<file path="src/rtl/interval_timer_ctrl_pkg.sv">
// Shared types for the interval timer: controller state encoding and mode constants.
// Latency: n/a (types only).
// Backpressure: n/a (types only).
package interval_timer_pkg;

    typedef enum logic [1:0] {
        IDLE = 2'd0,
        RUN  = 2'd1,
        DONE = 2'd2
    } tmr_state_t;

    localparam logic MODE_ONESHOT  = 1'b0;
    localparam logic MODE_PERIODIC = 1'b1;

endpackage

</file>
<file path="src/rtl/interval_timer_ctrl_if.sv">
// Control/status bundle between a CSR master and the interval timer controller.
// Latency: n/a (wiring only).
// Backpressure: none; start/stop/ack are level requests and status is always valid.
//   master: drives start, mode, period, stop, ack; observes busy, done, tick, count
//   slave : the inverse
interface interval_timer_ctrl_if #(
    parameter int WIDTH = 4
);
    logic             start;
    logic             mode;
    logic [WIDTH-1:0] period;
    logic             stop;
    logic             ack;
    logic             busy;
    logic             done;
    logic             tick;
    logic [WIDTH-1:0] count;

    modport master (
        output start, mode, period, stop, ack,
        input  busy, done, tick, count
    );

    modport slave (
        input  start, mode, period, stop, ack,
        output busy, done, tick, count
    );
endinterface

</file>
<file path="src/rtl/load_up_counter.sv">
// Loadable WIDTH-bit up-counter; reset > load > enable, wraps modulo 2^WIDTH.
// Latency: load or increment visible one cycle after the edge that samples it.
// Backpressure: none; holds its value whenever neither ld nor en is asserted.
//   clk, rst_n (sync, active-low), en, ld, ldvalue in; dout out
module load_up_counter #(
    parameter int WIDTH = 4
) (
    input  logic             clk,
    input  logic             rst_n,
    input  logic             en,
    input  logic             ld,
    input  logic [WIDTH-1:0] ldvalue,
    output logic [WIDTH-1:0] dout
);

    logic [WIDTH-1:0] dout_q;

    always_ff @(posedge clk) begin
        if (!rst_n) begin
            dout_q <= '0;
        end else if (ld) begin
            dout_q <= ldvalue;
        end else if (en) begin
            dout_q <= dout_q + {{(WIDTH-1){1'b0}}, 1'b1};
        end
    end

    assign dout = dout_q;

endmodule

</file>
<file path="src/rtl/interval_timer_ctrl.sv">
// Interval timer controller: sequences a loadable up-counter in one-shot or periodic mode.
// Latency: busy/count one cycle after start; first tick P cycles after start; done one cycle after tick.
// Backpressure: done is held until ack; start is ignored while RUN or while DONE without ack.
//   clk, rst_n (sync, active-low) plain ports; bus (slave) carries start/mode/period/stop/ack
//   in and busy/done/tick/count out.
module interval_timer_ctrl #(
    parameter int WIDTH = 4
) (
    input  logic                 clk,
    input  logic                 rst_n,
    interval_timer_ctrl_if.slave bus
);
    import interval_timer_pkg::*;

    tmr_state_t       state_q, state_d;
    logic [WIDTH-1:0] period_q, period_d;
    logic             mode_q, mode_d;

    logic             cnt_ld;
    logic             cnt_en;
    logic [WIDTH-1:0] cnt_ldvalue;
    logic [WIDTH-1:0] cnt_dout;

    logic [WIDTH-1:0] load_new;
    logic [WIDTH-1:0] load_held;
    logic             terminal;

    // Counting up from -P reaches all-ones after exactly P-1 increments, so
    // the terminal cycle is the P-th cycle of the interval. Period 0 gives a
    // load of 0, i.e. a full 2^WIDTH interval, with no special casing.
    assign load_new  = {WIDTH{1'b0}} - bus.period;
    assign load_held = {WIDTH{1'b0}} - period_q;

    assign terminal  = (state_q == RUN) && (cnt_dout == {WIDTH{1'b1}});

    always_ff @(posedge clk) begin
        if (!rst_n) begin
            state_q  <= IDLE;
            period_q <= '0;
            mode_q   <= MODE_ONESHOT;
        end else begin
            state_q  <= state_d;
            period_q <= period_d;
            mode_q   <= mode_d;
        end
    end

    always_comb begin
        state_d     = state_q;
        period_d    = period_q;
        mode_d      = mode_q;
        cnt_ld      = 1'b0;
        cnt_en      = 1'b0;
        cnt_ldvalue = load_held;

        unique case (state_q)
            IDLE: begin
                if (bus.start) begin
                    cnt_ld      = 1'b1;
                    cnt_ldvalue = load_new;
                    period_d    = bus.period;
                    mode_d      = bus.mode;
                    state_d     = RUN;
                end
            end

            RUN: begin
                // Stop wins over expiry: leave with the counter frozen.
                if (bus.stop) begin
                    state_d = IDLE;
                end else if (terminal) begin
                    if (mode_q == MODE_PERIODIC) begin
                        // Reload from the latched period so mid-run input
                        // changes cannot alter the spacing.
                        cnt_ld = 1'b1;
                    end else begin
                        state_d = DONE;
                    end
                end else begin
                    cnt_en = 1'b1;
                end
            end

            DONE: begin
                if (bus.ack && bus.start) begin
                    cnt_ld      = 1'b1;
                    cnt_ldvalue = load_new;
                    period_d    = bus.period;
                    mode_d      = bus.mode;
                    state_d     = RUN;
                end else if (bus.ack) begin
                    state_d = IDLE;
                end
            end

            default: begin
                state_d = IDLE;
            end
        endcase
    end

    load_up_counter #(
        .WIDTH (WIDTH)
    ) u_counter (
        .clk     (clk),
        .rst_n   (rst_n),
        .en      (cnt_en),
        .ld      (cnt_ld),
        .ldvalue (cnt_ldvalue),
        .dout    (cnt_dout)
    );

    assign bus.busy  = (state_q == RUN);
    assign bus.done  = (state_q == DONE);
    assign bus.tick  = terminal && !bus.stop;
    assign bus.count = cnt_dout;

endmodule
</file>
<file path="src/flat_wrapper.sv">
// flat-port wrapper written by rule: the top's interface ports become plain ports
module interval_timer_ctrl_flat import interval_timer_pkg::*;
#(
    parameter int WIDTH = 4
)
  (clk, rst_n, bus_start, bus_mode, bus_period, bus_stop, bus_ack, bus_busy, bus_done, bus_tick, bus_count);
  interval_timer_ctrl_if #(.WIDTH(WIDTH)) bus_i ();
  input  logic clk;
  input  logic rst_n;
  input wire logic [$bits(bus_i.start)-1:0] bus_start;
  input wire logic [$bits(bus_i.mode)-1:0] bus_mode;
  input wire logic [$bits(bus_i.period)-1:0] bus_period;
  input wire logic [$bits(bus_i.stop)-1:0] bus_stop;
  input wire logic [$bits(bus_i.ack)-1:0] bus_ack;
  output wire logic [$bits(bus_i.busy)-1:0] bus_busy;
  output wire logic [$bits(bus_i.done)-1:0] bus_done;
  output wire logic [$bits(bus_i.tick)-1:0] bus_tick;
  output wire logic [$bits(bus_i.count)-1:0] bus_count;
  assign bus_i.start = bus_start;
  assign bus_i.mode = bus_mode;
  assign bus_i.period = bus_period;
  assign bus_i.stop = bus_stop;
  assign bus_i.ack = bus_ack;
  assign bus_busy = bus_i.busy;
  assign bus_done = bus_i.done;
  assign bus_tick = bus_i.tick;
  assign bus_count = bus_i.count;
  interval_timer_ctrl #(.WIDTH(WIDTH)) u_core (.clk(clk), .rst_n(rst_n), .bus(bus_i));
endmodule
</file>
<file path="config.mk">
export PLATFORM = sky130hd
export DESIGN_NAME = interval_timer_ctrl_flat
export DESIGN_NICKNAME = d
export VERILOG_FILES = /design/src/rtl/interval_timer_ctrl_pkg.sv /design/src/rtl/interval_timer_ctrl_if.sv /design/src/rtl/load_up_counter.sv /design/src/rtl/interval_timer_ctrl.sv /design/src/flat_wrapper.sv
export SDC_FILE = /design/constraint.sdc
export NUM_CORES = 1
export LEC_CHECK = 0
export CAP_MARGIN = 5
export CORE_ASPECT_RATIO = 0.9
export CORE_MARGIN = 10
export CORE_UTILIZATION = 47
export DETAILED_ROUTE_END_ITERATION = 8
export PLACE_DENSITY_LB_ADDON = 0.05
export SETUP_SLACK_MARGIN = 0.15
export SLEW_MARGIN = 20
export SYNTH_ARGS = -nofsm -noshare
export SYNTH_HDL_FRONTEND = slang
export SYNTH_SLANG_ARGS = --single-unit
</file>
<file path="constraint.sdc">
create_clock -name clk -period 1.6 [get_ports clk]
set_input_delay 0.32 -clock clk [delete_from_list [all_inputs] [get_ports clk]]
set_output_delay 0.32 -clock clk [all_outputs]
set_load 0.1 [all_outputs]
</file>
Word level (Yosys, flattened, before mapping)
Cells that the tools add are included.
{"block": "word_totals", "register_bits": 11, "inputBits": 10, "output_inout_bits": 7, "wordCells": 51}
{"block": "classes", "n_addsub": 3, "eq_ne": 8, "mux": 27, "n_reduce_logical": 9}
{"op": "$mux W4", "count": 6}
{"op": "$pmux W4 S2", "count": 2}
{"op": "$mux W2", "count": 6}
{"op": "$mux W1", "count": 10}
{"op": "$sub A1 B4 Y4 const A", "count": 2}
{"op": "$ne A3 B2 Y1 const B", "count": 2}
{"op": "$pmux W2 S3", "count": 1}
{"op": "$add A4 B1 Y4 const B", "count": 1}
{"op": "$eq A4 B4 Y1 const B", "count": 1}
{"op": "$reduce_and A4 Y1", "count": 1}
{"op": "$reduce_bool A2 Y1", "count": 2}
{"op": "$logic_and A1 B1 Y1", "count": 3}
{"op": "$ne A3 B3 Y1 const B", "count": 1}
{"op": "$pmux W1 S3", "count": 1}
{"op": "$reduce_and A3 Y1", "count": 1}
{"op": "$eq A2 B1 Y1 const B", "count": 1}
{"op": "$eq A2 B2 Y1 const B", "count": 1}
{"op": "$logic_not A2 Y1", "count": 1}
{"op": "$ne A2 B1 Y1 const B", "count": 1}
{"op": "$ne A2 B2 Y1 const B", "count": 1}
{"op": "$pmux W1 S2", "count": 1}
{"op": "$logic_not A1 Y1", "count": 1}

Logic depth before layout (Yosys ltp)
{"block": "depth", "word_depth": 7, "mapped_depth": 6, "ltp_nobuf": 6}

By module
From an unflattened synthesis, not the netlist that was laid out.
{"block": "hier_totals", "cells_unflattened": 80, "hier_area_um2": 684.4}
{"module": "interval_timer_ctrl", "instances": 1, "cells_per_inst": 58, "area_per_inst_um2": 491.7, "seq_area_each_um2": 140.1}
{"module": "load_up_counter", "instances": 1, "cells_per_inst": 22, "area_per_inst_um2": 192.7, "seq_area_each_um2": 80.1}

Worst setup path after synthesis
No wires, ideal clock.
{"block": "synth_timing", "path_kind": "reg2out", "from": "register u_core.u_counter.dout_q[0] (netlist: u_core.u_counter.dout[0])", "to": "output port bus_tick", "arrival_ns": 2.015, "setup_slack_ns": -0.735, "path_stages_with_launch": 4, "cell_sequence": "dfxtp_1 -> ha_1 -> and3_1 -> and2_2"}
{"block": "synth_via", "elab_chain_len": 3}
{"item": "from (decl)", "line_no": "load_up_counter.sv:16", "rtl": "logic [WIDTH-1:0] dout_q;"}
{"item": "from (signal assigned)", "line_no": "load_up_counter.sv:22", "rtl": "dout_q <= ldvalue;"}
{"item": "from (signal assigned)", "line_no": "load_up_counter.sv:24", "rtl": "dout_q <= dout_q + {{(WIDTH-1){1'b0}}, 1'b1};"}
{"item": "$eq A4 B4 Y1", "line_no": "interval_timer_ctrl.sv:34", "rtl": "assign terminal = (state_q == RUN) && (cnt_dout == {WIDTH{1'b1}});"}
{"item": "$logic_and A1 B1 Y1", "line_no": "interval_timer_ctrl.sv:34"}
{"item": "$logic_and A1 B1 Y1", "line_no": "interval_timer_ctrl.sv:115", "rtl": "assign bus.tick = terminal && !bus.stop;"}
{"item": "to (decl)", "line_no": "flat_wrapper.sv:17", "rtl": "output wire logic [$bits(bus_i.tick)-1:0] bus_tick;"}
No other way between the ends.

Final worst setup path
Ends and elaborated chain as after synthesis.

==> flow_metrics.env <==
export IMPL_critical_path_class="flip-flop to output port"
export IMPL_die_w_um=60.37
export IMPL_final_cell_area_sq_um=1199
export IMPL_layout_min_cycle_time_ns=1.587
export IMPL_synth_top_area_share_pct=31.94
export IMPL_syn_to_final_growth_pct=73.87
export IMPL_p_int_w=0.0005281
export IMPL_place_area_sq_um=1035
export IMPL_synth_area_leaders="dfxtp_1, nand2_1, a21oi_1"
export IMPL_synth_fp_nets=96
export IMPL_avgSynthCellArea_sq_um=8.306
export IMPL_finalHoldViolCount=0
export IMPL_grt_use_total_pct=12.32
export IMPL_stdcell_count=132
export IMPL_peakVddDrop_mv=0.4907
export IMPL_tightestPinTransition_ns=0.3101
export IMPL_worstSkewPairLatency_ns=0.28
export IMPL_hold_class="input pin to flip-flop"
export IMPL_nFillCells=84
export IMPL_rsz0062_at_grt="true"
export IMPL_cts_root_buf="clkbuf_4"
export IMPL_synth_most_common_cell="nand2_1"
export IMPL_finClkSkew_ns=0.001315
export IMPL_combPwrFrac_pct=37.0
export IMPL_diodes=0
export IMPL_fin_nets=131
export IMPL_p_sw_share_pct=36.37
export IMPL_slew_limit_headroom_pct=79.33
export IMPL_place_inst=122
export IMPL_async_flop_share_pct=0
export IMPL_ys_warn_count=0
export IMPL_cpMaxStageDelayCell="dfxtp_4"
export IMPL_cts_tree="done"
export IMPL_switchingPower_w=0.0003019
export IMPL_max_freq_mhz=630.1
export IMPL_routed_via_count=728
export IMPL_hold_start="bus_period[1]"
export IMPL_crit_path_start_kind="flip-flop"
export IMPL_clockBufferDepth=2
export IMPL_crit_start="u_core.u_counter.dout[0]"
export IMPL_drtPass1Iterations=4
export IMPL_start_util_pct=48.72
export IMPL_fp_coreArea_sq_um=1415
export IMPL_viasPerCell=5.515
export IMPL_p_per_area_nw_per_um2=692.4
export IMPL_numCtsBuffers=3
export IMPL_ctsHoldBuffers=0
export IMPL_synth_top_area_cell="dfxtp_1"
export IMPL_cts_sinks=11
export IMPL_num_io_pins=17
export IMPL_synth_ff_type="dfxtp_1"
export IMPL_first_iter_violations=20
export IMPL_r2r_start="u_core.state_q[1]"
export IMPL_grt_pass1_vias=721
export IMPL_wire_per_inst_um=15.38
export IMPL_ys_seq_area_share_pct=31.94
export IMPL_critPathCaptureType="output port"
export IMPL_die_area_sq_um=3401
export IMPL_fp_dieH_um=56.34
export IMPL_portBuffers=16
export IMPL_antenna_found_initial=0
export IMPL_slew_violations=0
export IMPL_tns_ns=0
export IMPL_drv_cap=0
export IMPL_htree_levels=1
export IMPL_arrival_ns=1.27
export IMPL_crit_fanout=2
export IMPL_cp_slowest_stage_delay_ns=0.36
export IMPL_synth_edf_count=0
export IMPL_postRouteAntennaNets=0
export IMPL_synth_cell_types=35
export IMPL_drcViolationCount=0
export IMPL_overflow=0
export IMPL_fin_crit_sh_pct=99.19
export IMPL_leakage_nw=0.4822
export IMPL_syn_area_sq_um=689.4
export IMPL_p_total_w=0.0008300
export IMPL_status="complete, no violations"
export IMPL_pwr_share_seq_pct=37.9
export IMPL_place_gp_congestion=0.7761
export IMPL_cp_cell_sequence="ha_4 -> and3_4 -> and2_4 -> buf_12"
export IMPL_wl_mm=2.030
export IMPL_hpwlAfterDp_mm=1.458
export IMPL_worstPathRequired_ns=1.28
export IMPL_clockPowerShare_pct=25.1
export IMPL_setup_violations_final=0
export IMPL_fp_row_count=13
export IMPL_grt_pass1_wl_mm=3.298
export IMPL_drive_gt1_share_pct=44.44
export IMPL_synthTopCellsByCount="nand2_1, dfxtp_1, a21oi_1, inv_1, nand3_1"
export IMPL_path_clk_slew_ns=0.08
export IMPL_ys_ff_latch=11
export IMPL_grt_start_max_net_pins=9
export IMPL_syn_inst=83
==> state kept, by name, summed over array words and instances, names as in the netlist <==
| signal | flops |
|---|---|
| u_core.mode_q | 1 |
| u_core.u_counter.dout | 4 |
| u_core.period_q | 4 |
| u_core.state_q | 2 |
==> layer usage <==
| metal | share of wire (%) | GRT usage [%] | routed length, um |
|---|---|---|---|
| met2 | 51 | 19.41 | 1042 |
| met1 | 40 | 14.62 | 821 |
| met3 | 7.5 | 4.944 | 152 |
| met5 | 0 | 0 | 0 |
| met4 | 0.59 | 3.846 | 12 |
==> layout make-up <==
type | count | area (sq um) | share of cell area (%)
repair buffers | 31 | 354.1 | 29.54
flip-flops and latches | 11 | 240.2 | 20.04
clock buffers | 4 | 26.28 | 2.192
multi-input cells | 65 | 536.8 | 44.78
inverters | 6 | 22.52 | 1.879
well taps | 15 | 18.77 | 1.566
==> critical path, delay by kind of cell, from the launching register on <==
| family | cells | cell delay, ns |
|---|---|---|
| adder cells (fa/ha/maj) | 1 | 0.15 |
| buffers and inverters | 1 | 0.16 |
| flip-flops | 1 | 0.36 |
| AND/OR/NAND/NOR | 2 | 0.31 |
==> power by group through the flow <==
stage | logic (W) | clock network, W | registers (W)
floorplan | 0.0000995 | 0 | 0.000378
global placement | 0.000264 | 0 | 0.000325
detailed placement | 0.000266 | 0 | 0.000326
CTS | 0.000283 | 0.000203 | 0.000315
global route | 0.000327 | 0.000222 | 0.000318
finish | 0.000307 | 0.000208 | 0.000315
==> stage by stage <==
step	hold slack (ns)	setup slack, ns	util (%)
global route	0.4590	-0.02049	84.70
finish	0.4247	0.01296	84.70
global placement	0.4567	-0.1208	73.12
CTS	0.4758	0.01481	78.87
detailed placement	0.4639	-0.2200	73.12
floorplan	0.4376	0.02653	-
==> kinds of logic after synthesis <==
kind of cell	count (synthesis)	synth area share, %
and+or+nand+nor	38	31.76
AOI/OAI and AO/OA	18	19.06
DFF	11	31.94
buffers and inverters	7	3.992
xor gates and xnor gates	5	6.352
adders and majority gates	3	5.445
muxes	1	1.452
==> timing repair <==
| item | CTS | global route |
|---|---|---|
| resized for setup | 5 | 17 |
| pin swaps | 4 | 7 |
| setup endpoints to repair | 6 | 10 |
| buffers inserted | 5 | 1 |
==> path summary, 6_finish.rpt <==
path | to | slack, ns | cells past startpoint
max | bus_tick | 0.01 | 4
max reg2reg | u_core.u_counter.dout[3] | 0.12 | 7
min reg2reg | u_core.period_q[1] | 0.48 | 2
min | u_core.period_q[1] | 0.42 | 4
==> cell usage in the layout (no fill, tap or decap), drive strengths merged, types with 2 or more instances in the layout <==
master	synthesis	routed
inv	5	5
and2b	3	3
nand3	5	5
buf	1	22
dfxtp	11	11
nor3	3	3
and3	3	3
clkbuf	0	4
ha	3	3
a21oi	9	9
dlymetal6s2s	0	2
nand2b	4	4
xnor2	4	4
nand2	13	13
and2	2	2
clkdlybuf4s50	0	6
Note: power is estimated with default switching activity, not from simulation.
